## config.mk

```make
export PLATFORM = sky130hd
export DESIGN_NAME = oam_dma_engine
export DESIGN_NICKNAME = d
export VERILOG_FILES = /design/src/rtl/oam_dma_engine.sv
export SDC_FILE = /design/constraint.sdc
export NUM_CORES = 1
export LEC_CHECK = 0
export ABC_AREA = 1
export BUFFER_PORTS_ARGS = -buffer_cell sky130_fd_sc_hd__buf_2
export CORE_UTILIZATION = 40
export DETAILED_ROUTE_END_ITERATION = 8
export PLACE_DENSITY = 0.66
export SKIP_LAST_GASP = 1
export SLEW_MARGIN = 30
export SYNTH_ARGS = -nofsm -noshare
export SYNTH_HDL_FRONTEND = slang
export SYNTH_SLANG_ARGS = --single-unit
```

## constraint.sdc

```tcl
create_clock -name clk -period 1.7 [get_ports clk]
set_input_delay 0.255 -clock clk [delete_from_list [all_inputs] [get_ports clk]]
set_output_delay 0.255 -clock clk [all_outputs]
set_load 0.02 [all_outputs]
```

## src/rtl/oam_dma_engine.sv

```systemverilog
// Sprite DMA: copies 256 bytes from page {P,00..FF} to the PPU OAM data port while stalling the CPU.
// Optional feature: define DMA_PARITY_EN to insert the extra get/put alignment cycle on odd parity.
module oam_dma_engine #(
  parameter logic [15:0] TRIGGER_ADDR = 16'h4014,
  parameter logic [15:0] DEST_ADDR    = 16'h2004
) (
  input  logic        clk,
  input  logic        rst,
  input  logic [15:0] cpu_addr,
  input  logic        cpu_write,
  input  logic [7:0]  cpu_wdata,
  input  logic [7:0]  bus_rdata,
  output logic        stall,
  output logic        dma_active,
  output logic [15:0] dma_addr,
  output logic [7:0]  dma_wdata,
  output logic        dma_read,
  output logic        dma_write
);

  typedef enum logic [1:0] {IDLE, ALIGN, READ, WRITE} state_t;

  // Bus handshake: there is no back-pressure. Each READ cycle presents dma_addr with
  // dma_read=1 and captures bus_rdata on the edge ending it; each WRITE cycle presents
  // DEST_ADDR/dma_wdata with dma_write=1 for exactly one cycle.
  state_t     state;
  logic [7:0] idx;
  logic [7:0] page;
  logic [7:0] data_q;
  logic [7:0] idx_nxt;

`ifdef DMA_PARITY_EN
  logic parity;
  logic align_second;
`endif

  assign idx_nxt   = idx + 8'd1;
  assign dma_wdata = data_q;

  always_ff @(posedge clk) begin
    if (rst) begin
      state      <= IDLE;
      idx        <= 8'd0;
      page       <= 8'd0;
      data_q     <= 8'd0;
      stall      <= 1'b0;
      dma_active <= 1'b0;
      dma_addr   <= 16'd0;
      dma_read   <= 1'b0;
      dma_write  <= 1'b0;
`ifdef DMA_PARITY_EN
      parity       <= 1'b0;
      align_second <= 1'b0;
`endif
    end else begin
`ifdef DMA_PARITY_EN
      parity <= ~parity;
`endif
      case (state)
        IDLE: begin
          if (cpu_write && cpu_addr == TRIGGER_ADDR) begin
            page       <= cpu_wdata;
            idx        <= 8'd0;
            state      <= ALIGN;
            stall      <= 1'b1;
            dma_active <= 1'b1;
`ifdef DMA_PARITY_EN
            align_second <= 1'b0;
`endif
          end
        end
        ALIGN: begin
`ifdef DMA_PARITY_EN
          // Odd parity in the first ALIGN cycle costs one more cycle before the first get.
          if (parity && !align_second) begin
            align_second <= 1'b1;
          end else begin
            state    <= READ;
            dma_addr <= {page, idx};
            dma_read <= 1'b1;
          end
`else
          state    <= READ;
          dma_addr <= {page, idx};
          dma_read <= 1'b1;
`endif
        end
        READ: begin
          data_q    <= bus_rdata;
          state     <= WRITE;
          dma_addr  <= DEST_ADDR;
          dma_read  <= 1'b0;
          dma_write <= 1'b1;
        end
        WRITE: begin
          dma_write <= 1'b0;
          if (idx == 8'hFF) begin
            // idx wraps inside the page; the source never carries into the next page.
            idx        <= 8'd0;
            state      <= IDLE;
            stall      <= 1'b0;
            dma_active <= 1'b0;
            dma_addr   <= 16'd0;
          end else begin
            idx      <= idx_nxt;
            state    <= READ;
            dma_addr <= {page, idx_nxt};
            dma_read <= 1'b1;
          end
        end
        default: state <= IDLE;
      endcase
    end
  end

endmodule

```

# Word-level counts from Yosys, hierarchy flattened
# Cells that the tools add are included.
# word_totals
regBits	45
latch_bits	0
ram_bits	0
romBits	0
input_bits	35
out_inout_bits	28
n_memories	0
# classes
add_sub_neg	1
multipliers	0
div	0
magnitude_cmp	0
eq_ne	8
shifts	0
n_mux	14
bitwise_logic	0
reduce_logical	9
# op_table
op	count
case mux 16 bit (3 select lines)	1
equality test 16 x 15 -> 1 bit, second input constant	1
2-to-1 mux 16 bit	1
2-to-1 mux 8 bit	2
case mux 8 bit (2 select lines)	1
adder 8 x 1 -> 8 bit, second input constant	1
equality test 8 bit, second input constant	1
case mux 2 bit (4 select lines)	1
!= test 2 bit, second input constant	3
AND reduction 2 bit	3
equality test 2 bit, second input constant	2
2-to-1 mux 2 bit	2
case mux 1 bit (2 select lines)	2
nonzero test 2 bit	2
2-to-1 mux 1 bit	3
case mux 1 bit (3 select lines)	1
AND reduction 3 bit	1
nonzero test 3 bit	1
equality test 2 x 1 -> 1 bit, second input constant	1
logical NOT 2 bit	1
logical AND 1 bit	1

# Logic depth before layout (Yosys ltp)
# Gate-level depths: netlist of run 1.
# logic_depth
word_depth	4
mapped_depth	8
depth_no_buf	8

# Worst setup path before layout of run 1
# No wires, ideal clock.
# synth_path
kind	flip-flop to flip-flop
start	register idx[0]
end	register dma_read
setup_ns	0.121
t_arrival_ns	1.209
required_ns	1.579
setup_slack_ns	0.370
path_stages_with_launch	9
n_path_buf	0
cell_sequence	dfxtp_1 -> ha_1 -> nand3_1 -> nor2_2 -> nand2_2 -> inv_1 -> nand2_2 -> a21oi_1 -> nor3_1
# synth_between
elab_chain_cells	3
# synth_lines
item	line	text
start, declared	27	logic [7:0] idx;
start signal, assigned	105	idx <= idx_nxt;
equality test 8 bit	97	if (idx == 8'hFF) begin
!= test 2 bit (no line)	n/a	
AND reduction 2 bit (no line)	n/a	
end signal, assigned	85	dma_read <= 1'b1;
end signal, assigned	92	dma_read <= 1'b0;
end signal, assigned	108	dma_read <= 1'b1;
end, declared	17	output logic dma_read,
# No other way between the ends.
# A chain may end at the register's enable or synchronous reset.

# Worst setup path in the final report of run 1
# Ends and elaborated chain as after synthesis.

==> metrics.md, run 1 <==
| Metric | Value |
|---|---|
| Outcome | complete, but fails checks |
| Failing checks | DRC |
| Type of destination of the critical path | flip-flop |
| Most used cells in the layout excluding fill and tap cells | 62 x buf_2, 46 x nor2_1, 45 x dfxtp_1 |
| Slew Viols, Final | 0 |
| Worst Slack Setup Final | 0.212 ns |
| Flops & latches, synth | 45 |
| Clock Pin Slew Worst Setup and Hold Paths | 0.09 ns |
| Total number of yosys warnings | 0 |
| Number of diodes | 0 |
| Clock root buffer master | clkbuf_8 |
| DR pass1 iterations | 6 |
| Initial antenna violation count | 0 |
| PortBufs | 62 |
| Clk sinks | 45 |
| M3 GR Usage | 6.55% |
| Netlist cell types | 30 |
| Tightest Hold Check Type | input pin to flip-flop |
| Pwr/cell area | 961 nW/µm² |
| WHS | 0.173 ns |
| Largest net degree at the start of global routing | 30 |
| Total CTS buffers | 5 |
| Fin Clk Skew | 0.0112 ns |
| Async set or reset register ratio after synthesis | 0% |
| Worst-Skew Late Latency | 0.30 ns |
| Remaining DRCs | 2 |
| ANT nets after route | 0 |
| Total die area | 4990 µm² |
| Sequential area share after synthesis | 47.8% |
| RSZ-0062 raised after global routing | no |
| Mean post-synth cell area | 7.99 µm² |
| Peak VDD IR | 0.673 mV |
| Critical Path Slowest Stage Cell | dfxtp_1 |
| CTS tree | built |
| Die width | 70.7 µm |
| Cells after synthesis | 236 |
| WP buf/inv | 1 |
| CP arrival | 1.67 ns |
| GR peak layer | met2 |
| Cell mode on critical path | nand2_2 |
| DP Worst Slack | 0.222 ns |
| Placer congestion estimate | 0.823 |
| Cell family with most CP delay | simple AND/OR/NAND/NOR gates |
| First-pass GRT wire length | 7330 µm |
| Post-synth EDFFs | 0 |
| Dpl hpwl | 2980 µm |
| Critical-path cell list | ha_1, nand3_1, nor2_2, nand2_2, inv_1, nand2_2, a21oi_1, nor3_1 |
| Cts hold-fix bufs | 0 |
| GR Util met1 | 23.4% |
| Number of global-route vias before repair | 1618 |
| Worst-path fanout max | 5 |
| DR WL/cell | 12.3 µm |
| Min cycle time layout | 1.49 ns |
| Nets | 333 |
| Final period util | 87.5% |
| Top FF cell, synth | dfxtp_1 |
| Post_cts resized | 0 |
| Io pins | 63 |
| Leak pwr | 0.00107 µW |
| GRT Overall Usage | 18.7% |
| Synthesized Nets | 272 |
| H-tree Lvls | 2 |
| Worst path max stage delay | 0.40 ns |
| Placement Rows | 24 |
| Initial Util | 42.4% |
| Data required time of the worst path | 1.88 ns |
| Fmax | 672 MHz |
| Crit Path Category | flip-flop to flip-flop |
| Slew HR | 73.3% |
| Final WL | 4290 µm |
| Chip height | 70.7 µm |
| Layout cell share with drive strength beyond 1 | 29.9% |
| CP Launch Type | flip-flop |
| Max-cap violations | 0 |
| Tightest Pin Transition | 0.400 ns |
| Post-DR vias/cell | 5.07 |
| Drt first-iter violations | 65 |
| Setup tns final | 0 ns |
| Global route overflow | 0 |
| Mapped Area | 1890 µm² |
| Area growth syn-to-layout | 22.4% |
| # setup viols final | 0 |
| CTS Buffer Depth | 2 |
| Via count | 1776 |
| Hold Fails Final Rpt | 0 |
| GR Util met2 | 30.5% |
| Post-CTS setup buffer count | 0 |
| Core Region | 4440 µm² |
| Most common cell after layout, fill and taps aside | buf_2 |
worst reg2reg max path: stages (launching register included):
cell and delay, ns:
dfxtp_1 0.40, ha_1 0.21, nand3_1 0.14, nor2_2 0.16
nand2_2 0.09, inv_1 0.09, nand2_2 0.09, a21oi_1 0.15
nor3_1 0.06
per-stage QoR:
stage | power (µW) | instances | cell area, µm² | utilization (%)
finish | 2220 | 350 | 2310 | 51.9
global route | 2330 | 350 | 2310 | 51.9
CTS | 2240 | 350 | 2310 | 51.9
detailed placement | 1570 | 342 | 2220 | 49.9
global placement | 1570 | 342 | 2220 | 49.9
floorplan | 1430 | 236 | 1890 | -
flip-flops by register name (all words and copies together), names as in the netlist:
name and cells:
dma_addr 16, dma_wdata 8, idx 8, page 8, state 2, dma_active 1, dma_read 1, dma_write 1
final cells by class:
cell class                      count  area (µm²)
Inverter                           16        65.1
Fill cell                         459        2140
Timing Repair Buffer               64         325
Clock inverter                      3        21.3
Tap cell                           52        65.1
Multi-Input combinational cell    165         861
Sequential cell                    45         901
Clock buffer                        5        68.8
power by group:
part	total, µW	internal (µW)	switching, µW
logic	376	132	244
clock network	670	292	379
registers	1170	1130	44.0
metal layers:
metal	routed length [µm]	up-vias
met2	2050	47
met4	66	0
met3	263	8
met5	0	-
met1	1920	810
li1	-	911
final timing paths:
path	start	endpoint	slack (ns)	cells after the start
min reg2reg	dma_addr[15]$_SDFFE_PP0N_	dma_addr[15]$_SDFFE_PP0N_	0.47	2
min	bus_rdata[2]	dma_wdata[2]$_SDFFE_PP0P_	0.17	3
max reg2reg	idx[0]$_SDFFE_PP0P_	dma_read$_SDFFE_PP0P_	0.21	8
max	idx[0]$_SDFFE_PP0P_	dma_read$_SDFFE_PP0P_	0.21	8
synthesized netlist by cell type, types with 2 or more instances:
master    count  area share (%)
a21oi_1      21             5.6
a21oi_2       2            0.93
buf_4         3             1.2
clkbuf_1      4            0.80
dfxtp_1      45              48
inv_1        12             2.4
inv_2         3            0.60
nand2_1      18             3.6
nand2_2       2            0.66
nand2_4       2             1.2
nand3_1      20             5.3
nor2_1       46             9.2
nor2_4        4             2.4
nor3_1        2            0.53
o21ai_0      30             8.0
o221ai_1      5             2.3
or2_1         2            0.66
xor2_1        3             1.4
kinds of logic (layout without fill, tap and decap cells):
kind of cell	Yosys count	after routing	synth area share, %
compound gates	61	61	17.8
xor+xnor	3	3	1.39
fa+ha+maj	1	1	0.663
buf+inv	26	88	6.57
flops	45	45	47.8
simple gates	100	100	25.7
(Power assumes the default switching activity.)
==> run 2: changes to the inputs <==
--- a/config.mk
+++ b/config.mk
@@ -8,5 +8,7 @@
 export ABC_AREA = 1
 export BUFFER_PORTS_ARGS = -buffer_cell sky130_fd_sc_hd__buf_2
+export CORE_ASPECT_RATIO = 2
 export CORE_UTILIZATION = 40
+export CTS_BUF_LIST = sky130_fd_sc_hd__clkbuf_8
 export DETAILED_ROUTE_END_ITERATION = 8
 export PLACE_DENSITY = 0.66
==> constraint.sdc (replaced) <==
create_clock -name clk -period 1.7 [get_ports clk]
set_input_delay 0.17 -clock clk [delete_from_list [all_inputs] [get_ports clk]]
set_output_delay 0.17 -clock clk [all_outputs]
set_load 0.02 [all_outputs]
==> metrics.md, run 2 (synthesis gave the netlist of run 1 again) <==
| Metric | Value |
|---|---|
| Outcome | finished clean |
| Total CTS buffers | 5 (unchanged) |
| Fin Clk Skew | 0.0105 ns (-0.000640 ns) |
| Most used cells in the layout excluding fill and tap cells | 62 x buf_2, 46 x nor2_1, 45 x dfxtp_1 |
| Tightest Hold Check Type | input pin to flip-flop |
| Largest net degree at the start of global routing | 21 (-30%) |
| Design Power | 2240 µW (+1.2%) |
| Leak pwr | 0.00109 µW (+1.5%) |
| PortBufs | 62 (unchanged) |
| Clock root buffer master | clkbuf_8 |
| Final period util | 86.7% (-0.85 points) |
| Area growth syn-to-layout | 24.0% |
| Min cycle time layout | 1.47 ns (-0.0144 ns) |
| Type of destination of the critical path | flip-flop |
| CTS tree | built |
| Cts hold-fix bufs | 0 (unchanged) |
| Layout cell share with drive strength beyond 1 | 30.1% (+0.23 points) |
| Fmax | 679 MHz (+0.98%) |
| Setup tns final | 0 ns (unchanged) |
| Slew HR | 68.0% (-5.3 points) |
| ANT nets after route | 0 (unchanged) |
| Most flops, register | dma_addr |
| Post-DR vias/cell | 5.07 (-0.13%) |
| Tightest Pin Transition | 0.479 ns (+0.0794 ns) |
| Placement Rows | 35 (+46%) |
| Largest register FFs | 16 (unchanged) |
| Number of global-route vias before repair | 1764 (+9.0%) |
| Initial Util | 41.4% (-1.0 points) |
| Clk sinks | 45 (unchanged) |
| Drt first-iter violations | 9 (-86%) |
| H-tree Lvls | 2 (unchanged) |
| CP Launch Type | flip-flop |
| Number of diodes | 0 (unchanged) |
| DR WL/cell | 12.8 µm (+4.8%) |
| Pwr/cell area | 960 nW/µm² (-0.12%) |
| Final WL | 4550 µm (+6.0%) |
| DR pass1 iterations | 4 (-2) |
| Global route overflow | 0 (unchanged) |
| Post_cts resized | 0 (unchanged) |
| Clock Pin Slew Worst Setup and Hold Paths | 0.08 ns (about the same) |
| Via count | 1794 (+1.0%) |
| CTS Buffer Depth | 2 (unchanged) |
| Slew Viols, Final | 0 (unchanged) |
| Nets | 334 (+0.30%) |
| Die width | 50.6 µm (-28%) |
| Worst-Skew Late Latency | 0.30 ns (about the same) |
| Total die area | 5010 µm² (+0.34%) |
| Remaining DRCs | 0 (-2) |
| Chip height | 99.1 µm (+40%) |
| Worst-path fanout max | 5 (unchanged) |
| Crit Path Category | flip-flop to flip-flop |
| Peak VDD IR | 0.638 mV (-5.3%) |
| Hold Fails Final Rpt | 0 (unchanged) |
| Max-cap violations | 0 (unchanged) |
| Post-CTS setup buffer count | 0 (unchanged) |
| Initial antenna violation count | 0 (unchanged) |
| Most common cell after layout, fill and taps aside | buf_2 |
| Core Region | 4550 µm² (+2.5%) |
| GRT Overall Usage | 20.0% (+1.3 points) |
| CP arrival | 1.66 ns (about the same) |
| Io pins | 63 (unchanged) |
| RSZ-0062 raised after global routing | no |
| Dpl hpwl | 3440 µm (+16%) |
| First-pass GRT wire length | 7710 µm (+5.3%) |
| Placer congestion estimate | 0.815 (-0.94%) |
| Data required time of the worst path | 1.88 ns (about the same) |
| # setup viols final | 0 (unchanged) |
## run 2: worst max-delay path, stage by stage, from the launching register on
cell	delay [ns]
dfxtp_1	0.40
ha_1	0.21
nand3_1	0.13
nor2_2	0.16
nand2_2	0.09
inv_1	0.09
nand2_2	0.08
nand2_1	0.15
nor2_1	0.06
## run 2: area by class of cell
cell class / instances / area [µm²]
fillers: 483 / 2220
multi-input cells: 165 / 861
repair buffers: 65 / 345
inverters: 16 / 65.1
well taps: 55 / 68.8
clock inverters: 2 / 13.8
clock buffers: 6 / 82.6
flip-flops and latches: 45 / 901
## run 2: worst paths after layout
kind	startpoint	endpoint	slack, ns	depth (start not counted)
worst max-delay path	idx[0]$_SDFFE_PP0P_	dma_addr[9]$_SDFFE_PP0N_	0.23	8
worst min-delay path	bus_rdata[2]	dma_wdata[2]$_SDFFE_PP0P_	0.1	3
worst max register to register	idx[0]$_SDFFE_PP0P_	dma_addr[9]$_SDFFE_PP0N_	0.23	8
worst min register to register	dma_addr[15]$_SDFFE_PP0N_	dma_addr[15]$_SDFFE_PP0N_	0.47	2
## run 2: power breakdown
group	leakage, µW	internal, µW	switching, µW
sequential	0.000365	1130	47.6
combinational	0.000670	137	241
clock	0.0000512	330	361
## run 2: routing by layer
layer / vias to the layer above / share of wire, % / track usage [%]
li1: 908 / - / -
met1: 834 / 36 / 20.0
met2: 45 / 59 / 39.4
met3: 7 / 3.6 / 2.75
met4: 0 / 1.3 / 7.69
met5: - / 0 / 0
## run 2: through the flow
| stage | hold WS, ns | util, % | cell area (µm²) | instances | setup WS, ns |
|---|---|---|---|---|---|
| after floorplan | 0.305 | - | 1890 | 236 | 0.370 |
| after global placement | 0.391 | 49.2 | 2240 | 346 | 0.241 |
| after detailed placement | 0.403 | 49.2 | 2240 | 346 | 0.230 |
| after CTS | 0.0922 | 51.3 | 2340 | 354 | 0.216 |
| after global routing | 0.0877 | 51.3 | 2340 | 354 | 0.0713 |
| final | 0.0989 | 51.3 | 2340 | 354 | 0.226 |
==> run 3: changes to the inputs <==
Settings changed: REMOVE_ABC_BUFFERS set to 1.
==> metrics.md, run 3 (synthesis gave the netlist of run 1 again) <==
| Metric | Value |
|---|---|
| Outcome | finished clean |
| Io pins | 63 (unchanged) |
| Worst Slack Setup Final | 0.181 ns (-0.0448 ns) |
| Gate power share | 15.8% (-1.1 points) |
| RSZ-0062 raised after global routing | no |
| Cell mode on critical path | nand2_2 |
| Peak VDD IR | 0.728 mV (+14%) |
| Final period util | 89.3% (+2.6 points) |
| Chip height | 99.1 µm (unchanged) |
| Cts hold-fix bufs | 0 (unchanged) |
| Post-DR vias/cell | 4.98 (-1.7%) |
| Worst path max stage delay | 0.40 ns (about the same) |
| CTS tree | built |
| Sequential power share | 49.8% (-2.5 points) |
| Post_cts resized | 0 (unchanged) |
| Type of destination of the critical path | flip-flop |
| DP Worst Slack | 0.172 ns (-0.0581 ns) |
| HP Start | bus_rdata[1] |
| Final WL | 4460 µm (-1.9%) |
| CTS Buffer Depth | 2 (unchanged) |
| Most flops, register | dma_addr |
| CP arrival | 1.72 ns (+0.06 ns) |
| Critical-path cell list | ha_1, nand3_1, nor2_2, nand2_2, inv_1, nand2_2, nand2_1, nor2_1 |
| Via count | 1764 (-1.7%) |
| Fin Clk Skew | 0.0134 ns (+0.00284 ns) |
| Worst-path fanout max | 5 (unchanged) |
| # setup viols final | 0 (unchanged) |
| Launch point of the worst reg-to-reg path | idx[1]$_SDFFE_PP0P_ |
| Initial antenna violation count | 0 (unchanged) |
| Pwr/cell area | 1010 nW/µm² (+4.9%) |
| Slew HR | 68.0% (about the same) |
| Placer congestion estimate | 0.876 (+7.4%) |
| Total die area | 5010 µm² (unchanged) |
| Hold Fails Final Rpt | 0 (unchanged) |
| Number of diodes | 0 (unchanged) |
| Initial Util | 41.4% (unchanged) |
| Drt first-iter violations | 25 (+16) |
| Clock Pin Slew Worst Setup and Hold Paths | 0.09 ns (about the same) |
| Total CTS buffers | 5 (unchanged) |
| Largest net degree at the start of global routing | 30 (+43%) |
| Post-CTS setup buffer count | 0 (unchanged) |
| PortBufs | 62 (unchanged) |
| Placement Rows | 35 (unchanged) |
| FF-to-FF path depth | 8 (unchanged) |
| Tightest Hold Check Type | input pin to flip-flop |
| Clock root buffer master | clkbuf_8 |
| Worst hold stages | 3 (unchanged) |
| Nets | 334 (unchanged) |
| Switching power of the nets | 659 µW (+1.4%) |
| CP Launch Type | flip-flop |
| Most common cell after layout, fill and taps aside | buf_2 |
| ANT nets after route | 0 (unchanged) |
| Area growth syn-to-layout | 24.1% |
| Reg2reg end | dma_addr[8]$_SDFFE_PP0N_ |
| Data required time of the worst path | 1.90 ns (+0.02 ns) |
| Global route overflow | 0 (unchanged) |
| Tightest Pin Transition | 0.480 ns (+0.000823 ns) |
| Slew Viols, Final | 0 (unchanged) |
| Hold worst-path end | dma_wdata[1]$_SDFFE_PP0P_ |
| Largest register FFs | 16 (unchanged) |
| Core Region | 4550 µm² (unchanged) |
| Number of global-route vias before repair | 1750 (-0.79%) |
| DR WL/cell | 12.6 µm (-1.9%) |
| Critical Path Slowest Stage Cell | dfxtp_1 |
| Setup tns final | 0 ns (unchanged) |
| Layout cell share with drive strength beyond 1 | 29.8% (-0.33 points) |
| Max-cap violations | 0 (unchanged) |
| Remaining DRCs | 0 (unchanged) |
| Sw frac | 28.0% (-0.99 points) |
| DR pass1 iterations | 4 (unchanged) |
| Crit Path Category | flip-flop to flip-flop |
| Clk pwr share | 34.3% (+3.5 points) |
| Most used cells in the layout excluding fill and tap cells | 62 x buf_2, 46 x nor2_1, 45 x dfxtp_1 |
| First-pass GRT wire length | 7580 µm (-1.7%) |
| R2R Setup Slk | 0.18 ns (-0.04 ns) |
| Worst-Skew Late Latency | 0.31 ns (about the same) |
| Clk sinks | 45 (unchanged) |
| Fmax | 658 MHz (-3.0%) |
| Die width | 50.6 µm (unchanged) |
| H-tree Lvls | 2 (unchanged) |
| Dpl hpwl | 3270 µm (-5.1%) |
| Leak pwr | 0.00109 µW (+0.35%) |
| Final core utilization | 51.4% (+0.055 points) |
| Min cycle time layout | 1.52 ns (+0.0448 ns) |
| Internal power | 1700 µW (+6.5%) |
| GRT Overall Usage | 20.1% (+0.043 points) |
==> run 3: cell types whose count changed in the layout (fill, tap and decap cells not counted) <==
cell / before / now
bufinv_16: 0 / 1
clkbuf_8: 6 / 5
buf_12: 1 / 0
clkinv_2: 1 / 0
inv_1: 12 / 13
buf_4: 2 / 3
==> run 3: layer usage <==
metal / wire (µm) / part of all wire (%) / up-vias / track usage [%]
met5: 0 / 0 / - / 0
met4: 121 / 2.7 / 0 / 10.5
met3: 183 / 4.1 / 14 / 4.28
met2: 2560 / 57 / 45 / 38.8
met1: 1600 / 36 / 796 / 18.5
li1: - / - / 909 / -
==> run 3: critical path, delay by kind of cell, from the launching register on <==
family                   cells  cell delay, ns
flip-flops                   1            0.40
adder cells (fa/ha/maj)      1            0.21
buffers and inverters        1            0.09
AND/OR/NAND/NOR              6            0.69
==> run 3: worst max path at each step <==
| stage | from | endpoint | slack (ns) | cells after the start |
|---|---|---|---|---|
| after floorplan | idx[0]$_SDFFE_PP0P_ | dma_read$_SDFFE_PP0P_ | 0.37 | 8 |
| after global placement | idx[1]$_SDFFE_PP0P_ | dma_addr[11]$_SDFFE_PP0N_ | 0.22 | 8 |
| after detailed placement | idx[1]$_SDFFE_PP0P_ | dma_addr[10]$_SDFFE_PP0N_ | 0.17 | 8 |
| after CTS | idx[1]$_SDFFE_PP0P_ | dma_addr[11]$_SDFFE_PP0N_ | 0.15 | 8 |
| after global routing | idx[1]$_SDFFE_PP0P_ | dma_read$_SDFFE_PP0P_ | 0.009 | 8 |
| final | idx[1]$_SDFFE_PP0P_ | dma_addr[8]$_SDFFE_PP0N_ | 0.18 | 8 |
==> run 3: final cells by class <==
class	instances	area [µm²]
fill	487	2210
inverter	16	65.1
clock buffer	5	68.8
timing repair buffer	65	333
tap	55	68.8
clock inverter	3	42.5
sequential	45	901
multi-input combinational	165	861
==> run 3: power by group through the flow <==
| stage | sequential (µW) | clock [µW] | combinational (µW) |
|---|---|---|---|
| 3_3_place_gp | 1200 | 0 | 376 |
| 5_1_grt | 1180 | 862 | 415 |
| 4_1_cts | 1170 | 819 | 379 |
| 2_1_floorplan | 1280 | 0 | 138 |
| 6_report | 1170 | 809 | 373 |
| 3_5_place_dp | 1200 | 0 | 378 |
==> run 3: per-stage QoR <==
step           hold WS [ns]  cell area (µm²)  cells  power, µW
2_1_floorplan         0.232             1830    226       1420
3_3_place_gp          0.393             2230    346       1570
3_5_place_dp          0.404             2230    346       1580
4_1_cts              0.0857             2340    354       2370
5_1_grt              0.0871             2340    354       2460
6_report             0.0894             2340    354       2350
